--- src/rtl/ysyx_24080014_pkg.sv ---
// Shared types and constants for the ysyx_24080014 instruction fetch unit.
package ysyx_24080014_pkg;

    localparam int XLEN = 32;

    localparam logic [XLEN-1:0] DEFAULT_RESET_PC = 32'h8000_0000;

    // Fetch sequencer states.
    typedef enum logic [2:0] {
        BOOT     = 3'd0,
        REQ      = 3'd1,
        WAIT     = 3'd2,
        HOLD     = 3'd3,
        WAIT_NPC = 3'd4
    } ifu_state_t;

    // Instruction fetches must be word aligned.
    function automatic logic is_misaligned(input logic [XLEN-1:0] addr);
        return addr[1:0] != 2'b00;
    endfunction

endpackage

--- src/rtl/ysyx_24080014_pc_reg.sv ---
// Program counter register: resets to RESET_PC, loads load_pc when load_en is high.
module ysyx_24080014_pc_reg
    import ysyx_24080014_pkg::*;
#(
    parameter logic [XLEN-1:0] RESET_PC = DEFAULT_RESET_PC
) (
    input  logic            clk,
    input  logic            rst,
    input  logic            load_en,
    input  logic [XLEN-1:0] load_pc,
    output logic [XLEN-1:0] pc
);

    logic [XLEN-1:0] pc_d;
    logic [XLEN-1:0] pc_q;

    // Next-PC selection: hold unless a load is requested.
    always_comb begin
        // NOTE: assign a default first so every path drives pc_d and no latch is inferred.
        pc_d = pc_q;
        if (load_en) begin
            pc_d = load_pc;
        end
    end

    // PC storage with synchronous reset.
    always_ff @(posedge clk) begin
        // NOTE: non-blocking assignments keep every flop sampling pre-edge values.
        if (rst) begin
            pc_q <= RESET_PC;
        end else begin
            pc_q <= pc_d;
        end
    end

    assign pc = pc_q;

endmodule

--- src/rtl/ysyx_24080014_ifu.sv ---
// Instruction fetch unit: issues one word read per instruction, holds the
// result for decode, then waits for write-back to provide the next PC.
module ysyx_24080014_ifu
    import ysyx_24080014_pkg::*;
#(
    parameter logic [XLEN-1:0] RESET_PC = DEFAULT_RESET_PC,
    parameter int              CNT_W    = 32
) (
    input  logic             clk,
    input  logic             rst,
    // Instruction memory request / response
    output logic             mem_req_valid,
    input  logic             mem_req_ready,
    output logic [XLEN-1:0]  mem_req_addr,
    input  logic             mem_resp_valid,
    input  logic [XLEN-1:0]  mem_resp_data,
    // Decode-side handshake
    output logic             out_valid,
    input  logic             out_ready,
    output logic [XLEN-1:0]  out_pc,
    output logic [XLEN-1:0]  out_inst,
    output logic             out_misalign,
    // Next PC from write-back
    input  logic             npc_valid,
    input  logic [XLEN-1:0]  npc,
    // Completed decode handshakes
    output logic [CNT_W-1:0] fetch_cnt
);

    ifu_state_t       state_q,    state_d;
    logic [XLEN-1:0]  inst_q,     inst_d;
    logic [XLEN-1:0]  out_pc_q,   out_pc_d;
    logic             misalign_q, misalign_d;
    logic [CNT_W-1:0] fetch_cnt_q, fetch_cnt_d;

    logic [XLEN-1:0]  pc;
    logic             pc_load;
    logic             pc_bad;

    ysyx_24080014_pc_reg #(
        .RESET_PC (RESET_PC)
    ) u_pc_reg (
        .clk     (clk),
        .rst     (rst),
        .load_en (pc_load),
        .load_pc (npc),
        .pc      (pc)
    );

    assign pc_bad = is_misaligned(pc);

    // Sequencer next-state and datapath update decisions.
    always_comb begin
        state_d     = state_q;
        inst_d      = inst_q;
        out_pc_d    = out_pc_q;
        misalign_d  = misalign_q;
        fetch_cnt_d = fetch_cnt_q;
        pc_load     = 1'b0;

        unique case (state_q)
            BOOT: begin
                misalign_d = 1'b0;
                state_d    = REQ;
            end
            REQ: begin
                // pc is stable from here until the next WAIT_NPC, so tag it now.
                out_pc_d = pc;
                if (pc_bad) begin
                    inst_d     = '0;
                    misalign_d = 1'b1;
                    state_d    = HOLD;
                end else if (mem_req_ready) begin
                    state_d = WAIT;
                end
            end
            WAIT: begin
                if (mem_resp_valid) begin
                    inst_d  = mem_resp_data;
                    state_d = HOLD;
                end
            end
            HOLD: begin
                if (out_ready) begin
                    fetch_cnt_d = fetch_cnt_q + CNT_W'(1);
                    state_d     = WAIT_NPC;
                end
            end
            WAIT_NPC: begin
                if (npc_valid) begin
                    pc_load    = 1'b1;
                    misalign_d = 1'b0;
                    state_d    = REQ;
                end
            end
            default: begin
                state_d = BOOT;
            end
        endcase
    end

    // State, captured instruction, tag and counter registers.
    always_ff @(posedge clk) begin
        if (rst) begin
            state_q     <= BOOT;
            inst_q      <= '0;
            out_pc_q    <= RESET_PC;
            misalign_q  <= 1'b0;
            fetch_cnt_q <= '0;
        end else begin
            state_q     <= state_d;
            inst_q      <= inst_d;
            out_pc_q    <= out_pc_d;
            misalign_q  <= misalign_d;
            fetch_cnt_q <= fetch_cnt_d;
        end
    end

    // Outputs decoded from registered state only, so they are stable within a cycle.
    assign mem_req_valid = (state_q == REQ) && !pc_bad;
    assign mem_req_addr  = pc;
    assign out_valid     = (state_q == HOLD);
    assign out_pc        = out_pc_q;
    assign out_inst      = inst_q;
    assign out_misalign  = misalign_q;
    assign fetch_cnt     = fetch_cnt_q;

endmodule

--- config.mk ---
export PLATFORM = sky130hd
export DESIGN_NAME = ysyx_24080014_ifu
export DESIGN_NICKNAME = d
export VERILOG_FILES = /design/src/rtl/ysyx_24080014_pkg.sv /design/src/rtl/ysyx_24080014_pc_reg.sv /design/src/rtl/ysyx_24080014_ifu.sv
export SDC_FILE = /design/constraint.sdc
export NUM_CORES = 1
export LEC_CHECK = 0
export CAP_MARGIN = 10
export CORE_MARGIN = 5
export CORE_UTILIZATION = 25
export DETAILED_ROUTE_END_ITERATION = 16
export GPL_TIMING_DRIVEN = 0
export PLACE_DENSITY = 0.6
export RECOVER_POWER = 100
export SLEW_MARGIN = 25
export SYNTH_ARGS = -nofsm -noshare
export SYNTH_HDL_FRONTEND = slang
export SYNTH_SLANG_ARGS = --single-unit
--- constraint.sdc ---
create_clock -name clk -period 2.78 [get_ports clk]
set_input_delay 0.556 -clock clk [delete_from_list [all_inputs] [get_ports clk]]
set_output_delay 0.556 -clock clk [all_outputs]
set_load 0.1 [all_outputs]
# == After elaboration in Yosys (flattened, before gate mapping) ==
# Cells that the tools add are included.
# totals
register_bits,132
latch_bits,0
ram_bits,0
romBits,0
in_bits,70
out_inout_bits,131
wordCells,40
memories,0
# op_classes
add_sub_neg,1
n_mul,0
div_mod_pow,0
n_lt_le_gt_ge,0
eq_ne,9
shifts,0
n_mux,14
bitwise,0
n_reduce_logical,10
# ops
cell,count
2-to-1 mux 32 bit,2
case mux 32 bit (2 select lines),1
adder 32 x 1 -> 32 bit (second input constant),1
2-to-1 mux 3 bit,5
case mux 3 bit (5 select lines),1
equality test 3 x 2 -> 1 bit (second input constant),2
!= test 2 bit (second input constant),3
AND reduction 3 bit,2
2-to-1 mux 1 bit,4
AND reduction 4 bit,1
nonzero test 2 bit,2
equality test 3 x 1 -> 1 bit (second input constant),1
equality test 3 bit (second input constant),1
logical NOT 3 bit,1
!= test 3 bit (second input constant),1
case mux 1 bit (3 select lines),1
nonzero test 3 bit,1
!= test 2 x 1 -> 1 bit (second input constant),1
AND reduction 2 bit,1
logical AND 1 bit,1
logical NOT 1 bit,1

# == Logic depth before layout (Yosys ltp) ==
# logic_depth
ltp_word,3
depth_mapped,7

# == Hierarchy ==
# Synthesis repeated with hierarchy kept, for this count alone.
# unflattened
cells_unflattened,591
area_unflattened_um2,5231.3
# modules_own_cells
module,n_inst,cells_per_inst,area_per_inst_um2
ysyx_24080014_ifu,1,488,4065.1
ysyx_24080014_pc_reg,1,103,1166.1

# == Worst setup path after synthesis ==
# No wires, ideal clock.
# synth_path
path_kind,register to output
startpoint,register state_q[2]
endpoint,output port mem_req_valid
arrival_ns,3.280
required_time_ns,2.224
path_slack_ns,-1.056
stages_incl_launch_ff,6
path_cell_list,dfxtp_1 > buf_6 > or3b_2 > clkbuf_1 > clkbuf_1 > nor3_1
# synth_between
elab_chain_cells,2
# synth_lines
item,line_no,text
start: declaration,ysyx_24080014_ifu.sv:30,"ifu_state_t state_q, state_d;"
start signal: assignment,ysyx_24080014_ifu.sv:111,state_q <= state_d;
equality test 3 x 1 -> 1 bit,ysyx_24080014_ifu.sv:120,assign mem_req_valid = (state_q == REQ) && !pc_bad;
logical AND 1 bit,ysyx_24080014_ifu.sv:120,
end: declaration,ysyx_24080014_ifu.sv:12,"output logic mem_req_valid,"
# No other way between the ends.

# == Worst setup path after layout ==
# layout_path
startpoint,register u_pc_reg.pc_q[1] (netlist: u_pc_reg.pc[1])
endpoint,output port mem_req_addr[1]
# layout_rtl
item,line_no,text
start: declaration,ysyx_24080014_pc_reg.sv:15,logic [XLEN-1:0] pc_q;
start signal: assignment,ysyx_24080014_pc_reg.sv:32,pc_q <= pc_d;
end: declaration,ysyx_24080014_ifu.sv:14,"output logic [XLEN-1:0] mem_req_addr,"
# No word-level cell between the ends.

==> out/results.tsv <==
metric	value	unit
Clock Latency Late Sink	0.41	ns
Yosys cell types	37	
CTS Buf Count	17	
max cap viols	0	
largest net degree at the start of global routing	17	
fin crit period	2.71	ns
Die Height	153	um
syn_area_per_cell	8.05	sq um
Sw Pwr	0.00119	W
CP Max Fanout	6	
critical-path cell list	clkdlybuf4s50_1	
critical hold path startpoint	out_inst[6]	
Starting Density	0.252	
DRT Pass-1 Iters	4	
Ports	201	
Worst path top cell family by delay	buffers and inverters	
Worst setup SP type	register	
Gate Count Post-Synth	632	
Clock Skews	0.0101	ns
Slew Limit Fails	0	
r2r endpoint	out_inst[25]	
CTS Hold Bufs	0	
EDFF count, synth	0	
# rows	52	
H-tree depth	4	
#FFs+latches synth	132	
ratio of cells with drive above 1 in the final layout	0.0487	
asr flop ratio synth	0	
DR WL/cell	15.1	um
final hold violation count	0	
Worst R2R Start	state_q[1]	
final period utilization	0.973	
Hold Path Class	register to register	
combinational power share	0.109	
Post-DP Area	7430	sq um
area delta synth->final	57.5	%
GRT Util Overall	0.145	
fmax	0.370	GHz
die area	23300	sq um
Worst-Margin Slew	1.04	ns
placer congestion estimate	0.751	
setup violators final	0	
Routed WL	17.1	mm
Internal	0.00349	W
dominant synthesized flop cell	dfxtp_1	
Net Count, Synth	703	
post-route ant nets	0	
1st-iter DRT viols	213	
Clock transition at path regs	0.06	ns
fill count	2089	
CTS tree	built	
switching share of power	0.254	
Sink Count	132	
vias in the first global route	5056	
hold depth	2	
Final Cell Area	8010	sq um
Setup TNS	0	ns
outcome	completed	
DIE WIDTH	153	um
WP data arrival	2.15	ns
RSZ-0062 raised after global routing	no	
Leakage Power	3.01	nW
max_slew headroom	0.302	
start-to-end type of the worst setup path	register to primary output	
core area	20200	sq um
clock root buffer	clkbuf_16	
register share of total power	0.412	
IO Port Bufs	199	
vias	5128	
Power Dens Cells	583	nW/um^2
DRC viols	0	
power share of the clock group	0.479	
VDD IR max	0.388	mV
via/cell ratio	4.53	
initial antenna violation count	2	
post-synthesis sequential area ratio	0.519	
flop2flop setup slack	0.42	ns
Worst R2R Path Depth	6	
clk buf depth	2	
CP max stage delay	1.21	ns
CP endpoint kind	primary output	
Post-Place Setup Slack	-0.564	ns
Hold Path End	out_inst[6]	
detailed placer's ending HPWL	12.4	mm
worst hold margin	0.446	ns
warnings from Yosys	0	
Worst Setup Slack, final	0.0741	ns
CP startpoint	u_pc_reg.pc[1]	
Nets	920	
CP max-delay cell	clkdlybuf4s50_1	
Worst Path Buf+Inv	1	
first-pass GRT wire length	27.4	mm
CP required	2.22	ns
Syn Std Cell Area	5090	sq um
total grt overflow	0	
-- power by group through the flow --
stage / Sequential [W] / Clock [W] / Combinational [W]
2_1_floorplan: 0.00206 / 0 / 0.000209
3_3_place_gp: 0.00197 / 0 / 0.000521
3_5_place_dp: 0.00197 / 0 / 0.000521
4_1_cts: 0.00193 / 0.00232 / 0.000525
5_1_grt: 0.00193 / 0.00241 / 0.000549
6_report: 0.00193 / 0.00224 / 0.000508
-- layout make-up --
type | instances | area [sq um] | share of cell area
buffer | 46 | 190 | 0.0237
multi-input combinational | 448 | 2240 | 0.280
timing repair buffer | 199 | 1990 | 0.248
inverter | 5 | 18.8 | 0.00234
clock inverter | 8 | 98.8 | 0.0123
clock buffer | 24 | 492 | 0.0614
sequential | 132 | 2640 | 0.330
antenna | 1 | 2.50 | 0.000312
tap | 270 | 338 | 0.0422
-- sequential cells by signal, summed over array words and instances, names as in the netlist --
| register | cells |
|---|---|
| state_q | 3 |
| u_pc_reg.pc | 32 |
| out_misalign | 1 |
| out_pc | 32 |
| fetch_cnt | 32 |
| out_inst | 32 |
-- cell families (layout without fill, tap and decap cells) --
group	Yosys count	after routing	synth area share
and+or+nand+nor	290	290	0.263
AOI/OAI and AO/OA	145	145	0.152
DFF	132	132	0.519
buffers and inverters	52	282	0.0420
xor gates and xnor gates	10	10	0.0172
muxes	2	2	0.00418
adders and majority gates	1	1	0.00246
other	0	1	0
-- synth_stat cells, types with 2 or more instances --
cell	number	share of area
and4_1	3	0.0052
nor2b_1	2	0.0025
nand3b_1	2	0.0029
or3_1	9	0.011
or4_1	14	0.021
nand4_1	7	0.0086
nor3b_1	2	0.0029
o31ai_1	11	0.016
buf_2	9	0.0089
o21ai_0	11	0.011
nor3_1	7	0.0069
and3_1	3	0.0037
a21oi_1	118	0.12
nand2_1	173	0.13
nand3_1	45	0.044
nor4_1	2	0.0025
xor2_1	5	0.0086
nor2_1	15	0.011
clkbuf_1	37	0.027
dfxtp_1	132	0.52
xnor2_1	5	0.0086
inv_1	5	0.0037
-- placed cells by master, fill, tap and decap left out, types with 3 or more instances in the layout --
master	n
a21oi_1	118
and3_1	3
and4_1	3
buf_2	5
clkbuf_1	42
clkbuf_16	17
clkbuf_8	4
clkdlybuf4s50_1	69
clkinv_2	3
dfxtp_1	132
dlygate4sd3_1	128
inv_1	5
nand2_1	173
nand3_1	45
nand4_1	7
nor2_1	15
nor3_1	6
o21ai_0	11
o31ai_1	11
or3_1	9
or4_1	14
xnor2_1	5
xor2_1	5
-- timing repair --
item	CTS	global route
buffers inserted	0	0
resized for setup	10	0
endpoints found under the setup margin	2	1
-- metal layers --
| layer | vias to the layer above | share of wire | global-route usage |
|---|---|---|---|
| met3 | 19 | 0.088 | 0.0693 |
| met5 | - | 0.00041 | 0 |
| met4 | 2 | 0.016 | 0.0437 |
| met2 | 141 | 0.46 | 0.232 |
| li1 | 2620 | - | - |
| met1 | 2346 | 0.44 | 0.174 |
-- how the worst max path moves through the flow --
stage	depth (start not counted)	end	slack [ns]
after global routing	3	out_valid	0.01
after floorplan	5	fetch_cnt[31]	0.06
after detailed placement	6	mem_req_valid	-0.56
final	1	mem_req_addr[1]	0.07
after CTS	6	mem_req_valid	0.006
after global placement	6	mem_req_valid	-0.56
-- metrics by stage --
stage           util  power, W  std cells
2_1_floorplan      -   0.00227        632
3_3_place_gp   0.368   0.00249       1101
3_5_place_dp   0.368   0.00249       1101
5_1_grt        0.397   0.00488       1133
6_report       0.397   0.00468       1133
4_1_cts        0.398   0.00477       1133
No activity file was read; power rests on OpenSTA's default activity.
